<file path="src/rtl/bus_master_port_pkg.sv">
`default_nettype none
// ============================================================================
//  Module   : bus_master_port_pkg
//  Purpose  : Shared serial-bus widths, transaction mode encoding and a small
//             helper used by the master port and its serializer.
//  Revision : 1.0  initial release
// ============================================================================
package bus_master_port_pkg;

   // Default widths of the serial system bus fields.
   localparam int c_DEVICE_ADDR_WIDTH = 4;
   localparam int c_MEM_ADDR_WIDTH    = 12;
   localparam int c_DATA_WIDTH        = 8;
   localparam int c_ACK_TIMEOUT       = 8;

   // Transaction type as seen by the decoder and slave port on mmode.
   localparam logic c_MODE_READ  = 1'b0;
   localparam logic c_MODE_WRITE = 1'b1;

   // Serial bits sent after the decoder ack: address only for reads,
   // address followed by write data for writes.
   function automatic int payload_bits(input logic write, input int mem_w, input int data_w);
      return (write == c_MODE_WRITE) ? (mem_w + data_w) : mem_w;
   endfunction

endpackage
`default_nettype wire

</file>
<file path="src/rtl/bus_serializer.sv">
`default_nettype none
// ============================================================================
//  Module   : bus_serializer
//  Purpose  : Loadable LSB-first parallel-in/serial-out shifter with a bit
//             counter and a flag marking the final bit of the loaded word.
//  Revision : 1.0  initial release
// ============================================================================
module bus_serializer #(
   parameter int WIDTH = 20,
   parameter int CNT_W = $clog2(WIDTH + 1)
)(
   input  logic             clk,
   input  logic             rst,
   input  logic             load,
   input  logic [WIDTH-1:0] din,
   input  logic [CNT_W-1:0] nbits,
   input  logic             shift,
   output logic             dout,
   output logic             last
);

   logic [WIDTH-1:0] r_shift;
   logic [CNT_W-1:0] r_cnt;
   logic [CNT_W-1:0] r_nbits;

   // Load a new word (restarting the bit count) or shift one bit out per cycle.
   always_ff @(posedge clk or posedge rst) begin
      if (rst) begin
         r_shift <= '0;
         r_cnt   <= '0;
         r_nbits <= '0;
      end else if (load) begin
         r_shift <= din;
         r_cnt   <= '0;
         r_nbits <= nbits;
      end else if (shift) begin
         r_shift <= {1'b0, r_shift[WIDTH-1:1]};
         r_cnt   <= r_cnt + 1'b1;
      end
   end

   assign dout = r_shift[0];
   assign last = (r_cnt == (r_nbits - CNT_W'(1)));

endmodule
`default_nettype wire

</file>
<file path="src/rtl/bus_master_port.sv">
`default_nettype none
// ============================================================================
//  Module   : bus_master_port
//  Purpose  : Master-side serial bus port. Takes one parallel request, wins
//             the bus, sends device address, waits for the decoder ack, sends
//             memory address (and write data), then collects write completion
//             or serial read data. Slave splits are resumed on re-grant.
//  Revision : 1.0  initial release
// ============================================================================
module bus_master_port
   import bus_master_port_pkg::*;
#(
   parameter int DEVICE_ADDR_WIDTH = c_DEVICE_ADDR_WIDTH,
   parameter int MEM_ADDR_WIDTH    = c_MEM_ADDR_WIDTH,
   parameter int DATA_WIDTH        = c_DATA_WIDTH,
   parameter int ACK_TIMEOUT       = c_ACK_TIMEOUT
)(
   input  logic                         clk,
   input  logic                         rst,
   input  logic                         dreq,
   output logic                         dready,
   input  logic                         dwrite,
   input  logic [DEVICE_ADDR_WIDTH-1:0] ddev,
   input  logic [MEM_ADDR_WIDTH-1:0]    daddr,
   input  logic [DATA_WIDTH-1:0]        dwdata,
   output logic [DATA_WIDTH-1:0]        drdata,
   output logic                         ddone,
   output logic                         derr,
   output logic                         mbreq,
   input  logic                         mbgrant,
   output logic                         mwdata,
   output logic                         mvalid,
   output logic                         mmode,
   input  logic                         mack,
   input  logic                         sready,
   input  logic                         srdata,
   input  logic                         srvalid,
   input  logic                         msplit
);

   localparam int c_SER_W  = MEM_ADDR_WIDTH + DATA_WIDTH;
   localparam int c_CNT_W  = $clog2(c_SER_W + 1);
   localparam int c_TMO_W  = $clog2(ACK_TIMEOUT + 1);
   localparam int c_RCNT_W = $clog2(DATA_WIDTH + 1);

   localparam logic [c_TMO_W-1:0]  c_TMO_LAST  = c_TMO_W'(ACK_TIMEOUT - 1);
   localparam logic [c_RCNT_W-1:0] c_RCNT_LAST = c_RCNT_W'(DATA_WIDTH - 1);
   localparam logic [c_CNT_W-1:0]  c_NB_DEV    = c_CNT_W'(DEVICE_ADDR_WIDTH);

   typedef enum logic [2:0] {
      S_IDLE  = 3'd0,
      S_REQ   = 3'd1,
      S_DEV   = 3'd2,
      S_ACKW  = 3'd3,
      S_ADDR  = 3'd4,
      S_WWAIT = 3'd5,
      S_RDAT  = 3'd6,
      S_SPLIT = 3'd7
   } state_t;

   state_t                         r_state;
   state_t                         w_state_nxt;

   logic                           r_write;
   logic [DEVICE_ADDR_WIDTH-1:0]   r_dev;
   logic [MEM_ADDR_WIDTH-1:0]      r_addr;
   logic [DATA_WIDTH-1:0]          r_wdata;
   logic                           r_mbreq;
   logic                           r_mmode;
   logic                           r_ddone;
   logic                           r_derr;
   logic [c_TMO_W-1:0]             r_tmo;
   logic [c_RCNT_W-1:0]            r_rcnt;
   logic [DATA_WIDTH-1:0]          r_rdata;

   logic                           w_accept;
   logic                           w_done;
   logic                           w_err;
   logic                           w_ack_take;
   logic                           w_rbit;
   logic                           w_ser_load;
   logic [c_SER_W-1:0]             w_ser_din;
   logic [c_CNT_W-1:0]             w_ser_nbits;
   logic                           w_ser_dout;
   logic                           w_ser_last;
   logic                           w_mvalid;
   logic [DATA_WIDTH-1:0]          w_rmask;

   // Both the device address and the address/data payload leave through the
   // same shifter; only the DEV and ADDR states drive the serial bus.
   assign w_mvalid = (r_state == S_DEV) || (r_state == S_ADDR);
   assign w_rmask  = {{(DATA_WIDTH-1){1'b0}}, 1'b1} << r_rcnt;

   bus_serializer #(
      .WIDTH (c_SER_W),
      .CNT_W (c_CNT_W)
   ) u_serializer (
      .clk   (clk),
      .rst   (rst),
      .load  (w_ser_load),
      .din   (w_ser_din),
      .nbits (w_ser_nbits),
      .shift (w_mvalid),
      .dout  (w_ser_dout),
      .last  (w_ser_last)
   );

   // State register.
   always_ff @(posedge clk or posedge rst) begin
      if (rst) begin
         r_state <= S_IDLE;
      end else begin
         r_state <= w_state_nxt;
      end
   end

   // Next-state decode plus the one-cycle strobes that steer the datapath.
   always_comb begin
      w_state_nxt = r_state;
      w_accept    = 1'b0;
      w_done      = 1'b0;
      w_err       = 1'b0;
      w_ack_take  = 1'b0;
      w_rbit      = 1'b0;
      w_ser_load  = 1'b0;
      w_ser_din   = {r_wdata, r_addr};
      w_ser_nbits = c_CNT_W'(payload_bits(r_write, MEM_ADDR_WIDTH, DATA_WIDTH));
      case (r_state)
         S_IDLE: begin
            if (dreq) begin
               w_accept    = 1'b1;
               w_state_nxt = S_REQ;
            end
         end
         S_REQ: begin
            if (mbgrant) begin
               w_ser_load  = 1'b1;
               w_ser_din   = {{(c_SER_W-DEVICE_ADDR_WIDTH){1'b0}}, r_dev};
               w_ser_nbits = c_NB_DEV;
               w_state_nxt = S_DEV;
            end
         end
         S_DEV: begin
            if (w_ser_last) begin
               w_state_nxt = S_ACKW;
            end
         end
         S_ACKW: begin
            // An ack arriving in the final wait cycle still counts.
            if (mack) begin
               w_ack_take  = 1'b1;
               w_ser_load  = 1'b1;
               w_state_nxt = S_ADDR;
            end else if (r_tmo == c_TMO_LAST) begin
               w_done      = 1'b1;
               w_err       = 1'b1;
               w_state_nxt = S_IDLE;
            end
         end
         S_ADDR: begin
            if (w_ser_last) begin
               w_state_nxt = (r_write == c_MODE_WRITE) ? S_WWAIT : S_RDAT;
            end
         end
         S_WWAIT: begin
            // Completion beats a coincident split.
            if (sready) begin
               w_done      = 1'b1;
               w_state_nxt = S_IDLE;
            end else if (msplit) begin
               w_state_nxt = S_SPLIT;
            end
         end
         S_RDAT: begin
            w_rbit = srvalid;
            if (srvalid && (r_rcnt == c_RCNT_LAST)) begin
               w_done      = 1'b1;
               w_state_nxt = S_IDLE;
            end else if (msplit) begin
               w_state_nxt = S_SPLIT;
            end
         end
         S_SPLIT: begin
            // Splits only come from WWAIT or RDAT, so the direction tells us
            // where to resume.
            if (mbgrant) begin
               w_state_nxt = (r_write == c_MODE_WRITE) ? S_WWAIT : S_RDAT;
            end
         end
         default: begin
            w_state_nxt = S_IDLE;
         end
      endcase
   end

   // Request capture, bus request/mode, completion pulses, ack timer and read SIPO.
   always_ff @(posedge clk or posedge rst) begin
      if (rst) begin
         r_write <= 1'b0;
         r_dev   <= '0;
         r_addr  <= '0;
         r_wdata <= '0;
         r_mbreq <= 1'b0;
         r_mmode <= c_MODE_READ;
         r_ddone <= 1'b0;
         r_derr  <= 1'b0;
         r_tmo   <= '0;
         r_rcnt  <= '0;
         r_rdata <= '0;
      end else begin
         r_ddone <= w_done;
         r_derr  <= w_err;
         if (w_accept) begin
            r_write <= dwrite;
            r_dev   <= ddev;
            r_addr  <= daddr;
            r_wdata <= dwdata;
            r_mbreq <= 1'b1;
            r_rcnt  <= '0;
         end else if (w_done) begin
            r_mbreq <= 1'b0;
            r_mmode <= c_MODE_READ;
         end
         if (w_ack_take) begin
            r_mmode <= r_write;
         end
         if (r_state == S_ACKW) begin
            r_tmo <= r_tmo + 1'b1;
         end else begin
            r_tmo <= '0;
         end
         if (w_rbit) begin
            r_rdata <= (r_rdata & ~w_rmask) | (srdata ? w_rmask : '0);
            r_rcnt  <= r_rcnt + 1'b1;
         end
      end
   end

   assign dready = (r_state == S_IDLE);
   assign mvalid = w_mvalid;
   assign mwdata = w_mvalid & w_ser_dout;
   assign mbreq  = r_mbreq;
   assign mmode  = r_mmode;
   assign ddone  = r_ddone;
   assign derr   = r_derr;
   assign drdata = r_rdata;

endmodule
`default_nettype wire

</file>
<file path="config.mk">
export PLATFORM = sky130hd
export DESIGN_NAME = bus_master_port
export DESIGN_NICKNAME = d
export VERILOG_FILES = /design/src/rtl/bus_master_port_pkg.sv /design/src/rtl/bus_serializer.sv /design/src/rtl/bus_master_port.sv
export SDC_FILE = /design/constraint.sdc
export NUM_CORES = 1
export LEC_CHECK = 0
export ABC_AREA = 0
export CAP_MARGIN = 10
export CELL_PAD_IN_SITES_DETAIL_PLACEMENT = 0
export CELL_PAD_IN_SITES_GLOBAL_PLACEMENT = 2
export CORE_ASPECT_RATIO = 1.75
export CORE_UTILIZATION = 35
export CTS_CLUSTER_SIZE = 40
export DETAILED_ROUTE_END_ITERATION = 8
export MAX_ROUTING_LAYER = met4
export PLACE_DENSITY_LB_ADDON = 0.1
export SETUP_SLACK_MARGIN = 0.1
export SLEW_MARGIN = 25
export SYNTH_ARGS = -nofsm -noshare
export SYNTH_HDL_FRONTEND = slang
export SYNTH_SLANG_ARGS = --single-unit
</file>
<file path="constraint.sdc">
create_clock -name clk -period 2.8 [get_ports clk]
set_input_delay 0.7 -clock clk [delete_from_list [all_inputs] [get_ports clk]]
set_output_delay 0.7 -clock clk [all_outputs]
set_load 0.01 [all_outputs]
</file>
==> results of run 1 <==
[area by class of cell]
class                           instances  area (µm²)
Fill cell                            1041        5680
Sequential cell                        76        1900
Multi-Input combinational cell        203        1610
Tap cell                              127         159
Clock buffer                           11         253
Timing Repair Buffer                   60         594
Inverter                               16        72.6
Clock inverter                          5        33.8
[metal layers]
metal	vias up	track usage [%]	wire length, µm
met1	1237	18.7	3210
met4	0	6.20	93
met2	43	27.7	4360
li1	1214	-	-
met5	-	-	0
met3	6	3.04	196
[worst max-delay path, cell delays in order (launching register included)]
cell and delay (ns):
dfrtp_1 0.41, xnor2_2 0.18, or2_0 0.21, buf_4 0.19, clkinv_8 0.07, clkdlybuf4s50_1 0.53
[how the worst min path moves through the flow]
stage / endpoint / slack (ns)
floorplan: r_tmo[0]$_DFF_PP0_ / 0.43
detailed placement: r_tmo[0]$_DFF_PP0_ / 0.46
finish: r_tmo[0]$_DFF_PP0_ / 0.46
global route: r_tmo[0]$_DFF_PP0_ / 0.50
global placement: r_tmo[0]$_DFF_PP0_ / 0.45
CTS: r_tmo[0]$_DFF_PP0_ / 0.47
[placed cells by master, fill, tap and decap left out, types with 2 or more instances in the layout]
cell type	count
dfrtp_1	76
clkdlybuf4s50_1	47
mux2_2	33
nand2_1	33
nor2_1	18
mux2i_1	14
inv_1	14
o21ai_0	12
buf_4	10
ha_1	9
clkbuf_16	9
o31ai_1	8
a22oi_1	7
nand3_1	6
xnor2_1	6
a21oi_1	5
xor2_1	4
nand3b_1	3
nor2b_1	3
nand2b_1	3
and3_1	2
a211oi_1	2
nor3b_1	2
nor4b_1	2
nor3_1	2
o221ai_1	2
a2bb2oi_1	2
a222oi_1	2
clkinvlp_4	2
clkbuf_8	2
clkinv_2	2
buf_12	2
[metrics by stage]
stage / worst slack [ns] / total power [W] / hold WS (ns) / instance area, µm² / util [%]
2_1_floorplan: 0.162 / 0.00320 / 0.433 / 3710 / -
3_3_place_gp: 0.383 / 0.00367 / 0.448 / 4340 / 42.1
3_5_place_dp: 0.349 / 0.00370 / 0.462 / 4340 / 42.1
4_1_cts: 0.164 / 0.00482 / 0.470 / 4620 / 44.9
5_1_grt: 0.114 / 0.00510 / 0.502 / 4620 / 44.9
6_report: 0.183 / 0.00473 / 0.462 / 4620 / 44.9
[kinds of logic after synthesis]
| family | after synthesis | synth area share (%) |
|---|---|---|
| AND/OR/NAND/NOR | 84 | 12.5 |
| flip-flops | 76 | 51.2 |
| AO/OA/AOI/OAI | 50 | 10.0 |
| multiplexers | 48 | 14.1 |
| buffers and inverters | 34 | 5.66 |
| XOR/XNOR | 12 | 3.50 |
| adder cells (fa/ha/maj) | 9 | 3.03 |
[where the power goes]
group	total [W]	switching [W]	internal, W	leakage [nW]
logic	0.00189	0.000964	0.000922	0.958
clock network	0.00109	0.000446	0.000648	0.138
registers	0.00175	0.000243	0.00151	0.965
[what timing repair did]
| item | in CTS | in global routing |
|---|---|---|
| endpoints found under the hold margin | 0 | 0 |
| endpoints found under the setup margin | 1 | 0 |
| resized for setup | 1 | 0 |
==> run_results.csv, run 1 <==
group,metric,value,unit
sta,finalSetupViolations,0,
final_layout,area_delta_synth_final,24.5,%
sta,hold_viol,0,
yosys,synth.distinct_cells,52,
final_layout,fin_nets,409,
detailed_routing,final_antenna_net_count,0,
yosys,syn-num-nets,356,
worst_setup_path,r2r-start,"r_state[1]$_DFFE_PP0P_",
final_layout,fin_cells,498,
detailed_routing,drt-pass1-iter-count,5,
worst_setup_path,critPathCapture,"mvalid",
min_path,worstHoldStart,"r_tmo[0]$_DFF_PP0_",
worst_setup_path,r2r-end,"u_serializer.r_shift[2]$_DFFE_PP0P_",
yosys,synth_common_cells,"76 x dfrtp_1, 33 x mux2_2, 33 x nand2_1",
yosys,async_reset_ff_share,100,%
yosys,ys_ff_latch,76,
place,dp_hpwl,5590,µm
outcome,status,"finished, final reports clean",
yosys,synth_seq_area_share,51.2,%
sta,rsz0062_at_grt,"no",
global_route,grt_max_degree,31,
clock_tree,cts.sinks,76,
global_route,grt_pass1_vias,2630,
clock_tree,ctsHoldBuffers,0,
detailed_routing,drt_iter0_markers,76,
worst_setup_path,arrival,1.92,ns
final_layout,drive_gt1_share,19.9,%
floorplanning,fp.dieH,138,µm
floorplanning,initial_core_util,36.1,%
yosys,synth_enable_flop_cells,0,
clock_tree,clkTransAtPathRegs,0.06,ns
clock_tree,insertion_delay,0.33,ns
yosys,ys_warn_count,0,
floorplanning,die_area,11000,µm²
clock_tree,cts_buffers,9,
sta,finalSetupTns,0,ns
sta,maxSlewHeadroom,66.2,%
sta,fmax,0.382,GHz
clock_tree,htree_levels,3,
clock_tree,cts_setup_buffers,0,
worst_setup_path,rrSetupSlack,0.93,ns
final_layout,antennaDiodeCount,0,
sta,finalCriticalPeriod,2.62,ns
yosys,synth_ff_type,"dfrtp_1",
worst_setup_path,crit_path_start_kind,"flip-flop",
floorplanning,io_pins,49,
floorplanning,core_area,10300,µm²
worst_setup_path,cp_max_fo,9,
run,drv_cap,0,
place,dp.cells,482,
global_route,antenna_found_initial,0,
pwr,power_density,1020,nW/µm²
sta,post-route-period-util,93.4,%
clock_tree,clk_path_buf_depth,2,
detailed_routing,routed_wl,7860,µm
sta,fin_skew,0.00730,ns
place,numPortBuffers,48,
yosys,synthTopCellsByArea,"dfrtp_1 51%, mux2_2 10%, mux2i_1 3.8%",
sta,slew_violations,0,
detailed_routing,vias_per_cell,5.02,
global_route,grt_use_total,16.3,%
detailed_routing,drc_errors,0,
floorplanning,rows,49,
min_path,hold_class,"flip-flop to flip-flop",
place,globalplace.congestion,0.759,
yosys,syn-mean-instance-area,11.9,µm²
min_path,min_path_cells,1,
detailed_routing,wire_per_inst,15.8,µm
floorplanning,die_w,79.9,µm
yosys,syn_inst,313,
yosys,yosys.area.top_type_share,51.2,%
yosys,synth_area_leader_cell,"dfrtp_1",
worst_setup_path,required,2.10,ns
sta,worst_pin_slew,0.507,ns
global_route,globalRouteOverflowTotal,0,
yosys,syn_area,3710,µm²
pwr,leakage,2.06,nW
clock_tree,root_buffer,"clkbuf_16",
clock_tree,cts_tree,"yes",
yosys,yosysMostFrequentCell,"dfrtp_1",
detailed_routing,vias,2500,
worst_setup_path,path_class,"flip-flop to output pin",
pwr,vdd_drop_max,0.000488,V
worst_setup_path,end_kind,"output pin",
worst_setup_path,reg2reg_depth,5,
global_route,grt_pass1_wl,13200,µm
worst_setup_path,startpoint,"r_state[2]$_DFFE_PP0P_",
Note: power is estimated with default switching activity, not from simulation.
==> run 2, diff against run 1 <==
Settings changed: CORE_UTILIZATION 35 to 33.
Clock period 2.8 ns to 2.2 ns, I/O delays scaled along.
==> run_results.csv, run 2 (synthesized netlist as in run 1, its figures left out) <==
group,metric,value,unit
sta,fin_skew,0.00523,ns
clock_tree,clk_path_buf_depth,2,
global_route,globalRouteOverflowTotal,0,
detailed_routing,wire_per_inst,16.3,µm
worst_setup_path,end_kind,"output pin",
sta,hold_viol,0,
place,numPortBuffers,48,
worst_setup_path,critical_path.top_delay_family,"buffers and inverters",
outcome,status,"finished, final reports clean",
final_layout,fin_nets,420,
floorplanning,core_area,10800,µm²
worst_setup_path,arrival,1.53,ns
worst_setup_path,required,1.65,ns
place,globalplace.congestion,0.723,
floorplanning,fp.dieH,142,µm
final_layout,fill_cells,1043,
clock_tree,insertion_delay,0.33,ns
floorplanning,initial_core_util,34.3,%
detailed_routing,drt-pass1-iter-count,4,
global_route,grt_pass1_vias,2756,
clock_tree,ctsHoldBuffers,0,
pwr,clockPowerShare,24.5,%
clock_tree,cts.sinks,76,
floorplanning,rows,50,
final_layout,drive_gt1_share,22.6,%
min_path,hold_class,"flip-flop to flip-flop",
floorplanning,die_area,11700,µm²
pwr,sequentialPowerShare,35.0,%
clock_tree,cts_buffers,9,
pwr,leakage,2.15,nW
sta,maxSlewHeadroom,64.0,%
global_route,grt_pass1_wl,13900,µm
pwr,p_int,0.00422,W
worst_setup_path,r2r-end,"r_state[1]$_DFFE_PP0P_",
sta,slew_violations,0,
sta,worst_pin_slew,0.539,ns
worst_setup_path,cp_max_fo,5,
detailed_routing,drc_errors,0,
clock_tree,root_buffer,"clkbuf_16",
clock_tree,clkTransAtPathRegs,0.06,ns
sta,finalCriticalPeriod,2.08,ns
pwr,power_density,1340,nW/µm²
final_layout,antennaDiodeCount,0,
pwr,p_switching,0.00218,W
final_layout,final_common_cell,"dfrtp_1",
worst_setup_path,worst_path_max_delay_cell,"dfrtp_1",
final_layout,fin_util,44.1,%
worst_setup_path,path_class,"flip-flop to output pin",
sta,finalSetupViolations,0,
place,dp.cells,495,
detailed_routing,vias,2558,
final_layout,fin_cells,511,
global_route,grt_use_total,16.8,%
global_route,antenna_found_initial,0,
worst_setup_path,reg2reg_depth,5,
detailed_routing,drt_iter0_markers,121,
pwr,vdd_drop_max,0.000613,V
worst_setup_path,r2r-start,"r_state[2]$_DFFE_PP0P_",
sta,fmax,0.480,GHz
worst_setup_path,startpoint,"r_state[2]$_DFFE_PP0P_",
worst_setup_path,critical_path_buf_inv_count,3,
final_layout,final_cell_mix,"76 x dfrtp_1, 45 x clkdlybuf4s50_1, 33 x mux2_2, 33 x nand2_1, 18 x nor2_1",
floorplanning,io_pins,49,
worst_setup_path,cp_cell_sequence,"xnor2_2 > or2_1 > buf_6 > clkinv_8 > clkdlybuf4s15_2",
run,drv_cap,0,
min_path,min_path_cells,1,
sta,post-route-period-util,94.7,%
global_route,grt_max_degree,31,
detailed_routing,final_antenna_net_count,0,
pwr,swShare,34.1,%
detailed_routing,vias_per_cell,5.01,
min_path,worstHoldStart,"r_tmo[0]$_DFF_PP0_",
clock_tree,cts_tree,"yes",
final_layout,area_delta_synth_final,28.6,%
min_path,whs_endpoint,"r_tmo[0]$_DFF_PP0_",
clock_tree,htree_levels,3,
floorplanning,die_w,82.2,µm
place,dp_hpwl,6060,µm
worst_setup_path,crit_path_max_incr_delay,0.41,ns
sta,rsz0062_at_grt,"yes",
pwr,pwr-share-comb,40.5,%
worst_setup_path,crit_path_start_kind,"flip-flop",
detailed_routing,routed_wl,8320,µm
worst_setup_path,rrSetupSlack,0.42,ns
run 2: cell count changes in the layout (fill, tap and decap cells not counted), moves of 2 or more:
cell             change
bufinv_16            +2
clkbuf_8             -2
buf_4                +7
buf_12               +3
clkdlybuf4s50_1      -2
run 2: worst reg2reg max path: stages (launching register included):
cell      delay, ns
dfrtp_1        0.39
buf_4          0.25
and4bb_2       0.29
a221oi_4       0.34
o221ai_2       0.15
o22a_1         0.24
run 2: layout make-up:
| cell class | instances | area (µm²) | share of cell area, % |
|---|---|---|---|
| sequential | 76 | 1900 | 39.8 |
| multi-input combinational | 203 | 1610 | 33.7 |
| timing repair buffer | 71 | 714 | 15.0 |
| tap | 130 | 163 | 3.41 |
| clock inverter | 6 | 87.6 | 1.83 |
| clock buffer | 9 | 225 | 4.72 |
| inverter | 16 | 76.3 | 1.60 |
run 2: per-layer routing:
layer,up-vias,wire length (µm),global-route usage (%)
met5,-,0,-
li1,1225,-,-
met2,52,4470,28.1
met3,10,223,2.82
met4,0,175,7.39
met1,1271,3460,19.2
run 2: power by group through the flow:
stage | Sequential [W] | Combinational, W | Clock, W
after global routing | 0.00232 | 0.00288 | 0.00168
after CTS | 0.00225 | 0.00265 | 0.00162
after global placement | 0.00226 | 0.00259 | 0
final | 0.00224 | 0.00259 | 0.00157
after detailed placement | 0.00227 | 0.00263 | 0
after floorplan | 0.00218 | 0.00188 | 0
run 2: how the worst max path moves through the flow:
stage                              to  cells after the start
3_5_place_dp   r_state[1]$_DFFE_PP0P_                      5
5_1_grt                        mvalid                      5
4_1_cts                        mvalid                      5
6_report                       mvalid                      5
2_1_floorplan                  mwdata                      5
3_3_place_gp                   mwdata                      5
run 2: what timing repair did:
item | 4_1_cts | 5_1_grt
endpoints found under the setup margin | 3 | 2
gates resized for setup | 10 | 0
buffers inserted | 1 | 0
run 2: stage by stage:
step                total power, W  cell area [µm²]  setup TNS, ns  hold WS, ns  setup slack, ns
finish                     0.00640             4780              0        0.464            0.116
global route               0.00688             4780              0        0.500           0.0523
CTS                        0.00652             4780              0        0.464            0.101
detailed placement         0.00490             4460        -0.0116        0.456          -0.0116
global placement           0.00486             4460              0        0.447           0.0293
floorplan                  0.00407             3720              0        0.433            0.481
==> run 3, diff against run 2 <==
Settings changed: CORE_ASPECT_RATIO 1.75 to 0.6.
==> run_results.csv, run 3 (synthesized netlist as in run 1, its figures left out) <==
group,metric,value,unit
final_layout,fill_cells,1029,
detailed_routing,final_antenna_net_count,0,
floorplanning,rows,29,
clock_tree,ctsHoldBuffers,0,
place,dp_hpwl,5580,µm
clock_tree,clk_path_buf_depth,2,
clock_tree,insertion_delay,0.33,ns
floorplanning,fp.dieH,84.2,µm
clock_tree,root_buffer,"clkbuf_16",
clock_tree,clkTransAtPathRegs,0.06,ns
sta,fin_skew,0.00640,ns
final_layout,area_delta_synth_final,28.0,%
detailed_routing,drt-pass1-iter-count,6,
sta,finalCriticalPeriod,2.06,ns
place,dp_slack,0.0561,ns
final_layout,antennaDiodeCount,0,
floorplanning,io_pins,49,
outcome,status,"finished, final reports clean",
detailed_routing,wire_per_inst,15.2,µm
sta,finalSetupTns,0,ns
global_route,grt_pass1_wl,13900,µm
sta,slew_violations,0,
detailed_routing,vias_per_cell,4.79,
sta,whs,0.462,ns
global_route,antenna_found_initial,0,
clock_tree,htree_levels,3,
worst_setup_path,crit_path_start_kind,"flip-flop",
sta,rsz0062_at_grt,"yes",
detailed_routing,vias,2480,
final_layout,fin_nets,417,
detailed_routing,routed_wl,7900,µm
floorplanning,die_area,11700,µm²
worst_setup_path,cp_max_fo,4,
place,globalplace.congestion,0.766,
min_path,hold_class,"flip-flop to flip-flop",
place,numPortBuffers,48,
final_layout,final_cell_mix,"76 x dfrtp_1, 45 x clkdlybuf4s50_1, 33 x mux2_2, 33 x nand2_1, 18 x nor2_1",
final_layout,fin_util,44.3,%
floorplanning,core_area,10700,µm²
clock_tree,cts_tree,"yes",
clock_tree,cts.sinks,76,
detailed_routing,drt_iter0_markers,130,
global_route,grt_use_total,15.9,%
final_layout,finalInstanceArea,4750,µm²
pwr,leakage,2.12,nW
worst_setup_path,required,1.65,ns
floorplanning,die_w,139,µm
sta,layout_setup_ws,0.138,ns
detailed_routing,drc_errors,0,
worst_setup_path,end_kind,"output pin",
place,placed_area,4450,µm²
pwr,power_density,1330,nW/µm²
worst_setup_path,arrival,1.51,ns
sta,fmax,0.485,GHz
global_route,globalRouteOverflowTotal,0,
floorplanning,initial_core_util,34.6,%
sta,worst_pin_slew,0.426,ns
sta,post-route-period-util,93.7,%
sta,finalSetupViolations,0,
final_layout,drive_gt1_share,21.4,%
final_layout,final_common_cell,"dfrtp_1",
run,drv_cap,0,
worst_setup_path,path_class,"flip-flop to output pin",
global_route,grt_max_degree,41,
global_route,grt_pass1_vias,2591,
clock_tree,cts_buffers,9,
sta,hold_viol,0,
sta,maxSlewHeadroom,71.6,%
pwr,vdd_drop_max,0.000404,V
[run 3: worst paths after layout]
check                                       startpoint                             endpoint  slack (ns)  cells after the start
worst max-delay path            r_state[2]$_DFFE_PP0P_                               mwdata        0.14                      5
worst min-delay path                r_tmo[0]$_DFF_PP0_                   r_tmo[0]$_DFF_PP0_        0.46                      1
worst min register to register      r_tmo[0]$_DFF_PP0_                   r_tmo[0]$_DFF_PP0_        0.46                      1
max in group asynchronous                          rst  u_serializer.r_shift[4]$_DFFE_PP0P_        1.14                      3
worst max register to register  r_state[2]$_DFFE_PP0P_               r_state[1]$_DFFE_PP0P_        0.46                      5
min in group asynchronous                          rst                 r_dev[1]$_DFFE_PP0P_        0.55                      2
[run 3: area by class of cell]
| class | instances | area [µm²] | area share (%) |
|---|---|---|---|
| multi-input cells | 203 | 1610 | 33.8 |
| inverters | 16 | 76.3 | 1.61 |
| well taps | 139 | 174 | 3.66 |
| clock buffers | 13 | 250 | 5.26 |
| flip-flops and latches | 76 | 1900 | 40.0 |
| repair buffers | 68 | 698 | 14.7 |
| clock inverters | 3 | 46.3 | 0.974 |
[run 3: repair_timing]
action,CTS,global route
pin swaps,0,1
buffers inserted,1,1
resized for setup,7,3
endpoints found under the setup margin,3,2
[run 3: where the power goes]
part / leakage [nW] / switching [W] / internal, W
combinational: 1.02 / 0.00128 / 0.00131
sequential: 0.965 / 0.000324 / 0.00192
clock: 0.140 / 0.000556 / 0.000913
total: 2.12 / 0.00216 / 0.00415
[run 3: per-stage QoR]
step	total power, W	std cells
after CTS	0.00638	517
final	0.00630	518
after floorplan	0.00407	313
after global placement	0.00482	500
after global routing	0.00681	518
after detailed placement	0.00486	500
[run 3: metal layers]
layer / routed length (µm) / GRT usage (%) / vias up
met1: 4270 / 23.1 / 1190
li1: - / - / 1235
met2: 3290 / 21.3 / 46
met3: 239 / 3.99 / 9
met4: 105 / 5.15 / 0
met5: 0 / - / -
[run 3: critical path, cell delays in order, from the launching register on]
cell and delay (ns):
dfrtp_1 0.40, xnor2_2 0.15, or2_1 0.26, buf_6 0.15, nor2_1 0.09, clkbuf_2 0.13
